$ cat src/rtl/counter_mod_n_sat_pkg.sv
// counter_mod_n_sat_pkg: shared direction and mode constants for the modulo-N counter
package counter_mod_n_sat_pkg;
    localparam logic DIR_UP       = 1'b1;
    localparam logic DIR_DOWN     = 1'b0;
    localparam int   MODE_SAT     = 0;
    localparam int   MODE_RECYCLE = 1;
endpackage

$ cat src/rtl/counter_mod_n_sat_tick_prescaler.sv
// tick_prescaler: divides enabled cycles by PRESCALE into a single-cycle tick
module tick_prescaler #(
    parameter int PRESCALE = 1
) (
    input  logic clk,
    input  logic clear,
    input  logic en,
    input  logic sync_clr,
    output logic tick
);
    localparam int PW = (PRESCALE > 1) ? $clog2(PRESCALE) : 1;

    if (PRESCALE < 1) begin : g_bad_prescale
        $error("tick_prescaler: PRESCALE must be at least 1");
    end

    logic [PW-1:0] phase;

    assign tick = en && (phase == PW'(PRESCALE - 1));

    // phase counts enabled cycles, wraps on tick, restarts on a load
    always_ff @(posedge clk or posedge clear) begin
        if (clear)         phase <= '0;
        else if (sync_clr) phase <= '0;
        else if (tick)     phase <= '0;
        else if (en)       phase <= phase + 1'b1;
    end
endmodule

$ cat src/rtl/counter_mod_n_sat.sv
// counter_mod_n_sat: up/down modulo-N counter with saturate/recycle mode, prescaler, load and terminal flags
module counter_mod_n_sat
    import counter_mod_n_sat_pkg::*;
#(
    parameter int WIDTH    = 3,
    parameter int MAX      = 7,
    parameter int RECYCLE  = 0,
    parameter int PRESCALE = 1
) (
    input  logic             clk,
    input  logic             clear,
    input  logic             en,
    input  logic             up_dn,
    input  logic             load,
    input  logic [WIDTH-1:0] load_val,
    output logic [WIDTH-1:0] count,
    output logic             at_max,
    output logic             at_zero,
    output logic             done
);
    if (WIDTH < 1 || MAX < 1 || MAX > (2 ** WIDTH) - 1) begin : g_bad_max
        $error("counter_mod_n_sat: MAX must lie in 1 .. 2**WIDTH-1");
    end
    if (RECYCLE != MODE_SAT && RECYCLE != MODE_RECYCLE) begin : g_bad_mode
        $error("counter_mod_n_sat: RECYCLE must be 0 or 1");
    end

    localparam logic [WIDTH-1:0] MAXV = WIDTH'(MAX);

    logic             tick;
    logic             going_up;
    logic             at_lim;
    logic             hit;
    logic [WIDTH-1:0] stepped;
    logic [WIDTH-1:0] load_clamped;

    tick_prescaler #(.PRESCALE(PRESCALE)) u_pre (
        .clk      (clk),
        .clear    (clear),
        .en       (en),
        .sync_clr (load),
        .tick     (tick)
    );

    assign at_max  = (count == MAXV);
    assign at_zero = (count == '0);

    // next value on a step; hit flags a real move onto the directional terminal value
    always_comb begin
        going_up     = (up_dn == DIR_UP);
        at_lim       = going_up ? at_max : at_zero;
        stepped      = at_lim ? ((RECYCLE == MODE_RECYCLE) ? (going_up ? '0 : MAXV) : count)
                              : (going_up ? count + WIDTH'(1) : count - WIDTH'(1));
        hit          = !at_lim && (going_up ? (count == MAXV - WIDTH'(1)) : (count == WIDTH'(1)));
        load_clamped = (load_val > MAXV) ? MAXV : load_val;
    end

    // count register and done pulse: load beats step beats hold
    always_ff @(posedge clk or posedge clear) begin
        if (clear) begin
            count <= '0;
            done  <= 1'b0;
        end else if (load) begin
            count <= load_clamped;
            done  <= 1'b0;
        end else if (tick) begin
            count <= stepped;
            done  <= hit;
        end else begin
            done  <= 1'b0;
        end
    end
endmodule

$ cat config.mk
export PLATFORM = sky130hd
export DESIGN_NAME = counter_mod_n_sat
export DESIGN_NICKNAME = d
export VERILOG_FILES = /design/src/rtl/counter_mod_n_sat_pkg.sv /design/src/rtl/counter_mod_n_sat_tick_prescaler.sv /design/src/rtl/counter_mod_n_sat.sv
export SDC_FILE = /design/constraint.sdc
export NUM_CORES = 1
export LEC_CHECK = 0
export CORE_AREA = 2 2 39 41
export CTS_BUF_LIST = sky130_fd_sc_hd__clkbuf_8
export CTS_CLUSTER_SIZE = 10
export DETAILED_ROUTE_END_ITERATION = 8
export DIE_AREA = 0 0 41 43
export PLACE_DENSITY = 0.67
export SLEW_MARGIN = 20
export SYNTH_ARGS = -nofsm -noshare
export SYNTH_HDL_FRONTEND = slang
export SYNTH_HIERARCHICAL = 1
export SYNTH_SLANG_ARGS = --single-unit
$ cat constraint.sdc
create_clock -name clk -period 4 [get_ports clk]
set_input_delay 0.8 -clock clk [delete_from_list [all_inputs] [get_ports clk]]
set_output_delay 0.8 -clock clk [all_outputs]
set_load 0.005 [all_outputs]
==> results.yml, run 1 <==
run_status:
  status: "finished clean"
floorplan:
  initial_core_util: 0.288
  pin_count: 14
  dieHeight_um: 43
  num_rows: 14
  die_w_um: 41
  die_area_mm2: 0.00176
  core-area_mm2: 0.00138
global_routing:
  grt_use_total: 0.123
  grt-ovfl-total: 0
  grt_pass1_vias: 334
  antenna_found_initial: 0
  grt_pass1_wl_um: 1300
  grt_max_degree: 12
worst_setup_path:
  crit_type: "reg -> out"
  critPathSlowestCell: "clkdlybuf4s50_1"
  critical-path-top-delay-family: "buffers and inverters"
  critPathCaptureType: "output pin"
  arrival_ns: 1.62
  path_buf_inv: 2
  critPathLaunchType: "register"
  cp_max_fo: 5
  crit_chain: "inv_1 > ha_1 > nor2b_1 > clkdlybuf4s50_1"
  crit_required_ns: 3.20
  cp_slowest_stage_delay_ns: 0.50
cts:
  htreeDepth: 1
  cts_root_buf: "clkbuf_8"
  clock_latency_ns: 0.22
  clk_pin_slew_worst_paths_ns: 0.03
  cts_resized: 0
  postCtsHoldBufs: 0
  clockBufferDepth: 2
  cts_inserted_buffers: 3
  tritoncts: "built"
  cts_sinks: 5
  cts_setup_buffers: 0
cells_and_area:
  diodes: 0
  drive_gt1_frac: 0.123
  multi_input_area_um2: 248
  nNetsFinal: 72
  final_util: 0.424
  final_cells: 73
  regArea_um2: 125
  areaGrowthSynthToFinish_pct: 47.0
  nFillCells: 139
place:
  place_congestion: 0.695
  placed_cells: 69
  dp_slack_ns: 1.76
  port_buffers: 13
  hpwl_um: 596
timing:
  slew_viol_final: 0
  maxSlewHeadroom: 0.741
  finalClockSkew_ns: 0.00265
  min_period_ns: 2.42
  post-route-period-util: 0.604
  setup_violations: 0
  rsz0062_at_grt: "no"
  hold_viol_final: 0
  worst_pin_slew_ns: 0.388
  final.setup.worst_slack_ns: 1.58
  max_freq_mhz: 414
  setup_tns_ns: 0
detailed_routing:
  drc_errors: 0
  drtIter0Drc: 5
  post_drt_wl_per_cell_um: 10.5
  num_vias: 340
  drt-vias-per-instance: 4.66
  drtPass1Iterations: 2
  drtAntennaViolNets: 0
  drt-total-wl_um: 763
job:
  drv_cap: 0
synthesis:
  ys_types: 22
  avgSynthCellArea_um2: 9.73
  ys_seq_area_frac: 0.313
  yosys-top-cells-area: "dfrtp_1 31%, ha_1 19%, inv_1 4.7%"
  ys_async_sr_fraction: 1.00
  synth.cell_area_um2: 399
  syn_nets: 55
  synthTopCellsByCount: "6 x ha_1, 5 x dfrtp_1, 5 x inv_1"
  syn_inst: 41
  synth_flop_cell: "dfrtp_1"
  ys_warn_count: 6
  ys_seq_elements: 5
  yosysTopAreaCell: "dfrtp_1"
  synth_most_common_cell: "ha_1"
  synth.top_cell.area_share: 0.313
  synth_edf_count: 0
pwr:
  leakagePower_uw: 0.000275
  total_power_uw: 218
  irDropWorstVdd_v: 0.000144
  power.density_mw_per_mm2: 372
hold_path:
  min_path_type: "reg -> reg"
flip-flops by register name, summed over array words and instances, names as in the netlist:
| register | flops |
|---|---|
| count | 3 |
| done | 1 |
| u_pre/phase | 1 |
per-layer routing:
metal  GRT usage  vias up  share of wire
met5           0        -              0
met4       0.160        0          0.064
met2       0.159       12           0.44
met1       0.114      151           0.44
met3      0.0628        5          0.056
li1            -      172              -
power breakdown:
part | total, uW | switching, uW | internal [uW] | leakage [uW]
Sequential | 63.9 | 8.03 | 55.9 | 0.0000642
Combinational | 63.5 | 26.2 | 37.3 | 0.000183
Clock | 90.7 | 24.9 | 65.8 | 0.0000269
Total | 218 | 59.1 | 159 | 0.000275
per-stage QoR:
stage          hold slack [ns]  cell area, um^2
3_5_place_dp             0.506              542
5_1_grt                  0.522              587
6_report                 0.507              587
3_3_place_gp             0.495              542
2_1_floorplan            0.483              399
4_1_cts                  0.513              587
final cells by class:
cell class / count / share of cell area
Sequential cell: 5 / 0.213
Clock inverter: 1 / 0.00640
Inverter: 5 / 0.0320
Timing Repair Buffer: 13 / 0.222
Tap cell: 16 / 0.0341
Multi-Input combinational cell: 30 / 0.422
Clock buffer: 3 / 0.0704
worst register-to-register path, cell delays in order (launching register included):
cell     delay (ns)
dfrtp_1        0.44
inv_1          0.15
ha_1           0.17
or3b_4         0.40
a211o_1        0.27
nand3_1        0.08
layout by cell type, fill, tap and decap left out:
cell type and count:
a211o_1 2, a21boi_2 1, a31oi_1 1, and2b_2 1
clkbuf_8 3, clkdlybuf4s50_1 13, dfrtp_1 5, ha_1 6
inv_1 6, mux2i_1 1, nand2_1 4, nand3_1 3
nand4b_1 1, nor2_1 1, nor2b_1 1, nor3_1 1
nor3b_1 1, nor3b_2 1, o31a_1 1, o31ai_1 1
or3b_4 1, xnor2_1 1, xor2_1 1
kinds of logic (layout without fill, tap and decap cells):
family | after synthesis | count (layout) | share of synthesized area
simple gates | 15 | 15 | 0.235
fa+ha+maj | 6 | 6 | 0.188
compound gates | 6 | 6 | 0.129
buf+inv | 6 | 22 | 0.0658
flops | 5 | 5 | 0.313
xor+xnor | 2 | 2 | 0.0439
mux | 1 | 1 | 0.0251
path summary, 6_finish.rpt:
path                        startpoint     endpoint  slack (ns)  cells past startpoint
min                        u_pre/phase  u_pre/phase        0.51                      1
max reg2reg                   count[0]     count[1]        2.42                      5
max in group asynchronous        clear     count[0]        3.06                      2
max                           count[0]      at_zero        1.58                      4
min reg2reg                u_pre/phase  u_pre/phase        0.51                      1
min in group asynchronous        clear  u_pre/phase        0.74                      2
(Power assumes the default switching activity.)
==> run 2: changes to the inputs <==
--- a/config.mk
+++ b/config.mk
@@ -10,7 +10,7 @@
 export CTS_CLUSTER_SIZE = 10
 export DETAILED_ROUTE_END_ITERATION = 8
 export DIE_AREA = 0 0 41 43
-export PLACE_DENSITY = 0.67
+export PLACE_DENSITY = 0.69
 export SLEW_MARGIN = 20
 export SYNTH_ARGS = -nofsm -noshare
 export SYNTH_HDL_FRONTEND = slang
==> constraint.sdc (replaced) <==
create_clock -name clk -period 2.08 [get_ports clk]
set_input_delay 0.416 -clock clk [delete_from_list [all_inputs] [get_ports clk]]
set_output_delay 0.416 -clock clk [all_outputs]
set_load 0.005 [all_outputs]
==> results.yml, run 2 (synthesis gave the netlist of run 1 again) <==
worst_setup_path:
  crit_required_ns: 1.66
  r2r_end: "count[2]"
  crit_type: "reg -> out"
  cp_max_fo: 5
  arrival_ns: 1.55
  rrSetupSlack_ns: 0.51
  timing.rr.start: "count[0]"
  path_buf_inv: 2
  crit_chain: "inv_2 > ha_1 > nor2b_1 > clkdlybuf4s50_1"
  critPathSlowestCell: "clkdlybuf4s50_1"
  critPathCaptureType: "output pin"
  r2r_cells: 5
  cp_slowest_stage_delay_ns: 0.50
  critical-path-top-delay-family: "buffers and inverters"
  critPathLaunchType: "register"
place:
  hpwl_um: 635
  port_buffers: 13
  dp_slack_ns: 0.294
  place_congestion: 0.746
timing:
  rsz0062_at_grt: "no"
  hold_viol_final: 0
  post-route-period-util: 0.943
  hold_ws_ns: 0.362
  worst_pin_slew_ns: 0.395
  setup_tns_ns: 0
  min_period_ns: 1.96
  setup_violations: 0
  max_freq_mhz: 510
  finalClockSkew_ns: 0.00214
  maxSlewHeadroom: 0.736
  slew_viol_final: 0
  final.setup.worst_slack_ns: 0.118
cts:
  cts_resized: 0
  tritoncts: "built"
  cts_inserted_buffers: 3
  clockBufferDepth: 2
  cts_setup_buffers: 0
  clock_latency_ns: 0.22
  clk_pin_slew_worst_paths_ns: 0.03
  cts_sinks: 5
  postCtsHoldBufs: 0
  htreeDepth: 1
  cts_root_buf: "clkbuf_8"
detailed_routing:
  drtIter0Drc: 2
  drt-vias-per-instance: 4.59
  drc_errors: 0
  drtAntennaViolNets: 0
  drt-total-wl_um: 849
  post_drt_wl_per_cell_um: 11.5
  num_vias: 340
  drtPass1Iterations: 3
floorplan:
  die_area_mm2: 0.00176
  pin_count: 14
  num_rows: 14
  dieHeight_um: 43
  core-area_mm2: 0.00138
  die_w_um: 41
  initial_core_util: 0.288
job:
  drv_cap: 0
cells_and_area:
  largest_reg_flops: 3
  mostFrequentLayoutCell: "clkdlybuf4s50_1"
  final_cell_mix: "13 x clkdlybuf4s50_1, 6 x ha_1, 5 x dfrtp_1, 4 x nand2_1, 4 x inv_1"
  areaGrowthSynthToFinish_pct: 48.9
  reg_top3: "count: 3 flops, done: 1 flops, u_pre/phase: 1 flops"
  nNetsFinal: 73
  largest-register: "count"
  diodes: 0
  drive_gt1_frac: 0.172
global_routing:
  grt_pass1_wl_um: 1350
  grt_max_degree: 12
  antenna_found_initial: 0
  grt-ovfl-total: 0
  grt_use_total: 0.117
  grt_pass1_vias: 330
run_status:
  status: "finished clean"
pwr:
  irDropWorstVdd_v: 0.000504
  power.density_mw_per_mm2: 713
  total_power_uw: 424
  leakagePower_uw: 0.000278
hold_path:
  min_path_type: "in -> async"
run 2: per-layer routing:
layer / part of all wire / global-route usage
met5: 0 / 0
met3: 0.071 / 0.0733
met4: 0 / 0.0400
met1: 0.45 / 0.140
met2: 0.48 / 0.166
run 2: worst max path at each step:
stage / start / to / slack [ns] / cells after the start
3_3_place_gp: count[0] / at_zero / 0.28 / 4
2_1_floorplan: count[0] / count[1] / 0.62 / 5
5_1_grt: count[0] / at_zero / 0.03 / 4
4_1_cts: count[0] / at_zero / 0.06 / 4
3_5_place_dp: count[0] / at_zero / 0.29 / 4
6_report: count[0] / at_zero / 0.12 / 4
run 2: cell type report:
class,instances,area (um^2)
multi-input combinational,30,248
inverter,5,18.8
timing repair buffer,14,138
fill,139,790
clock buffer,3,41.3
tap,16,20.0
sequential,5,125
clock inverter,1,3.75
run 2: power breakdown:
part / switching (uW) / leakage, uW / internal (uW)
Clock: 47.2 / 0.0000269 / 126
Combinational: 52.9 / 0.000187 / 73.8
Sequential: 16.1 / 0.0000642 / 107
Total: 116 / 0.000278 / 308
run 2: stage by stage:
step	util	cells	cell area, um^2
global placement	0.397	70	549
global route	0.429	74	594
floorplan	-	41	399
CTS	0.429	74	594
finish	0.429	74	594
detailed placement	0.397	70	549
==> run 3: changes to the inputs <==
--- a/config.mk
+++ b/config.mk
@@ -11,6 +11,7 @@
 export DETAILED_ROUTE_END_ITERATION = 8
 export DIE_AREA = 0 0 41 43
 export PLACE_DENSITY = 0.69
+export SETUP_SLACK_MARGIN = 0.15
 export SLEW_MARGIN = 20
 export SYNTH_ARGS = -nofsm -noshare
 export SYNTH_HDL_FRONTEND = slang
==> results.yml, run 3 (synthesis gave the netlist of run 1 again) <==
worst_setup_path:
  r2r_cells: 6
  timing.rr.start: "count[1]"
  arrival_ns: 1.30
  critPathCaptureType: "output pin"
  crit_type: "reg -> out"
  rrSetupSlack_ns: 0.43
  cp_max_fo: 4
  critPathLaunchType: "register"
  r2r_end: "count[2]"
  crit_required_ns: 1.66
cts:
  htreeDepth: 1
  cts_root_buf: "clkbuf_8"
  clockBufferDepth: 2
  clock_latency_ns: 0.22
  cts_inserted_buffers: 3
  cts_sinks: 5
  tritoncts: "built"
  clk_pin_slew_worst_paths_ns: 0.03
cells_and_area:
  final_cell_mix: "11 x clkdlybuf4s50_1, 8 x buf_4, 5 x ha_1, 5 x dfrtp_1"
  diodes: 0
  reg_top3: "count: 3 flops, done: 1 flops, u_pre/phase: 1 flops"
  nFillCells: 131
  largest_reg_flops: 3
  areaGrowthSynthToFinish_pct: 63.9
  drive_gt1_frac: 0.277
  final_util: 0.473
  mostFrequentLayoutCell: "clkdlybuf4s50_1"
  nNetsFinal: 80
  largest-register: "count"
pwr:
  irDropWorstVdd_v: 0.000506
  power.density_mw_per_mm2: 694
  leakagePower_uw: 0.000342
global_routing:
  grt-ovfl-total: 0
  antenna_found_initial: 0
  grt_pass1_vias: 365
  grt_use_total: 0.127
  grt_pass1_wl_um: 1480
  gr-max-usage-layer: "met2"
  use_met3: 0.0733
  grtUsageMet2: 0.188
  use_met1: 0.150
  grt_max_degree: 12
timing:
  hold_viol_final: 0
  rsz0062_at_grt: "no"
  min_period_ns: 1.72
  final.setup.worst_slack_ns: 0.360
  setup_tns_ns: 0
  post-route-period-util: 0.827
  setup_violations: 0
  max_freq_mhz: 581
  finalClockSkew_ns: 0.00248
  slew_viol_final: 0
  worst_pin_slew_ns: 0.394
  maxSlewHeadroom: 0.737
floorplan:
  num_rows: 14
  dieHeight_um: 43
  pin_count: 14
  core-area_mm2: 0.00138
  initial_core_util: 0.288
  die_area_mm2: 0.00176
  die_w_um: 41
place:
  port_buffers: 13
  place_congestion: 0.746
  dp_slack_ns: 0.294
  hpwl_um: 635
detailed_routing:
  drt-vias-per-instance: 4.70
  drtPass1Iterations: 3
  drc_errors: 0
  num_vias: 381
  drt-total-wl_um: 923
  drtAntennaViolNets: 0
  drtIter0Drc: 7
  post_drt_wl_per_cell_um: 11.4
job:
  drv_cap: 0
run_status:
  status: "finished clean"
hold_path:
  min_path_type: "in -> async"
==> run 3: cell count changes in the layout (fill, tap and decap cells not counted) <==
cell / before / now
buf_4: 1 / 8
clkdlybuf4s50_1: 13 / 11
dlymetal6s2s_1: 0 / 2
ha_1: 6 / 5
ha_2: 0 / 1
==> run 3: cell type report <==
cell class              instances  area, um^2  share of cell area
inverters                       5        18.8              0.0287
clock buffers                   3        41.3              0.0631
well taps                      16        20.0              0.0306
multi-input cells              30         250               0.382
repair buffers                 21         195               0.298
flip-flops and latches          5         125               0.191
clock inverters                 1        3.75             0.00574
==> run 3: power by group <==
group / total (uW) / switching, uW / internal [uW] / leakage (uW)
Sequential: 123 / 15.2 / 107 / 0.0000642
Combinational: 159 / 61.3 / 97.2 / 0.000251
Clock: 173 / 46.8 / 126 / 0.0000269
==> run 3: timing repair <==
action	in CTS	in global routing
endpoints found under the hold margin	0	0
resized for setup	2	3
endpoints found under the setup margin	2	2
hold buffers	0	0
gates cloned	0	0
pin swaps	0	1
setup buffers	6	1
==> run 3: worst max path at each step <==
stage,start,end,slack [ns],cells past startpoint
after floorplan,count[0],count[1],0.62,5
after global placement,count[0],at_zero,0.28,4
after detailed placement,count[0],at_zero,0.29,4
after CTS,count[0],at_max,0.16,3
after global routing,count[1],at_max,0.29,4
final,count[1],at_max,0.36,4
==> run 3: metrics by stage <==
stage          total power (uW)  hold WS [ns]  area, um^2  std cells
2_1_floorplan               190         0.145         399         41
3_3_place_gp                247         0.522         549         70
3_5_place_dp                251         0.504         549         70
4_1_cts                     456         0.358         639         80
5_1_grt                     491         0.392         654         81
6_report                    454         0.363         654         81
==> run 3: critical path: stages (launching register included) <==
cell,delay [ns]
dfrtp_1,0.41
buf_4,0.15
ha_2,0.17
ha_1,0.19
dlymetal6s2s_1,0.15
==> run 3: per-layer routing <==
metal	vias up	wire [um]
met5	-	0
met4	0	0
met3	0	63
met2	11	457
met1	181	402
li1	189	-
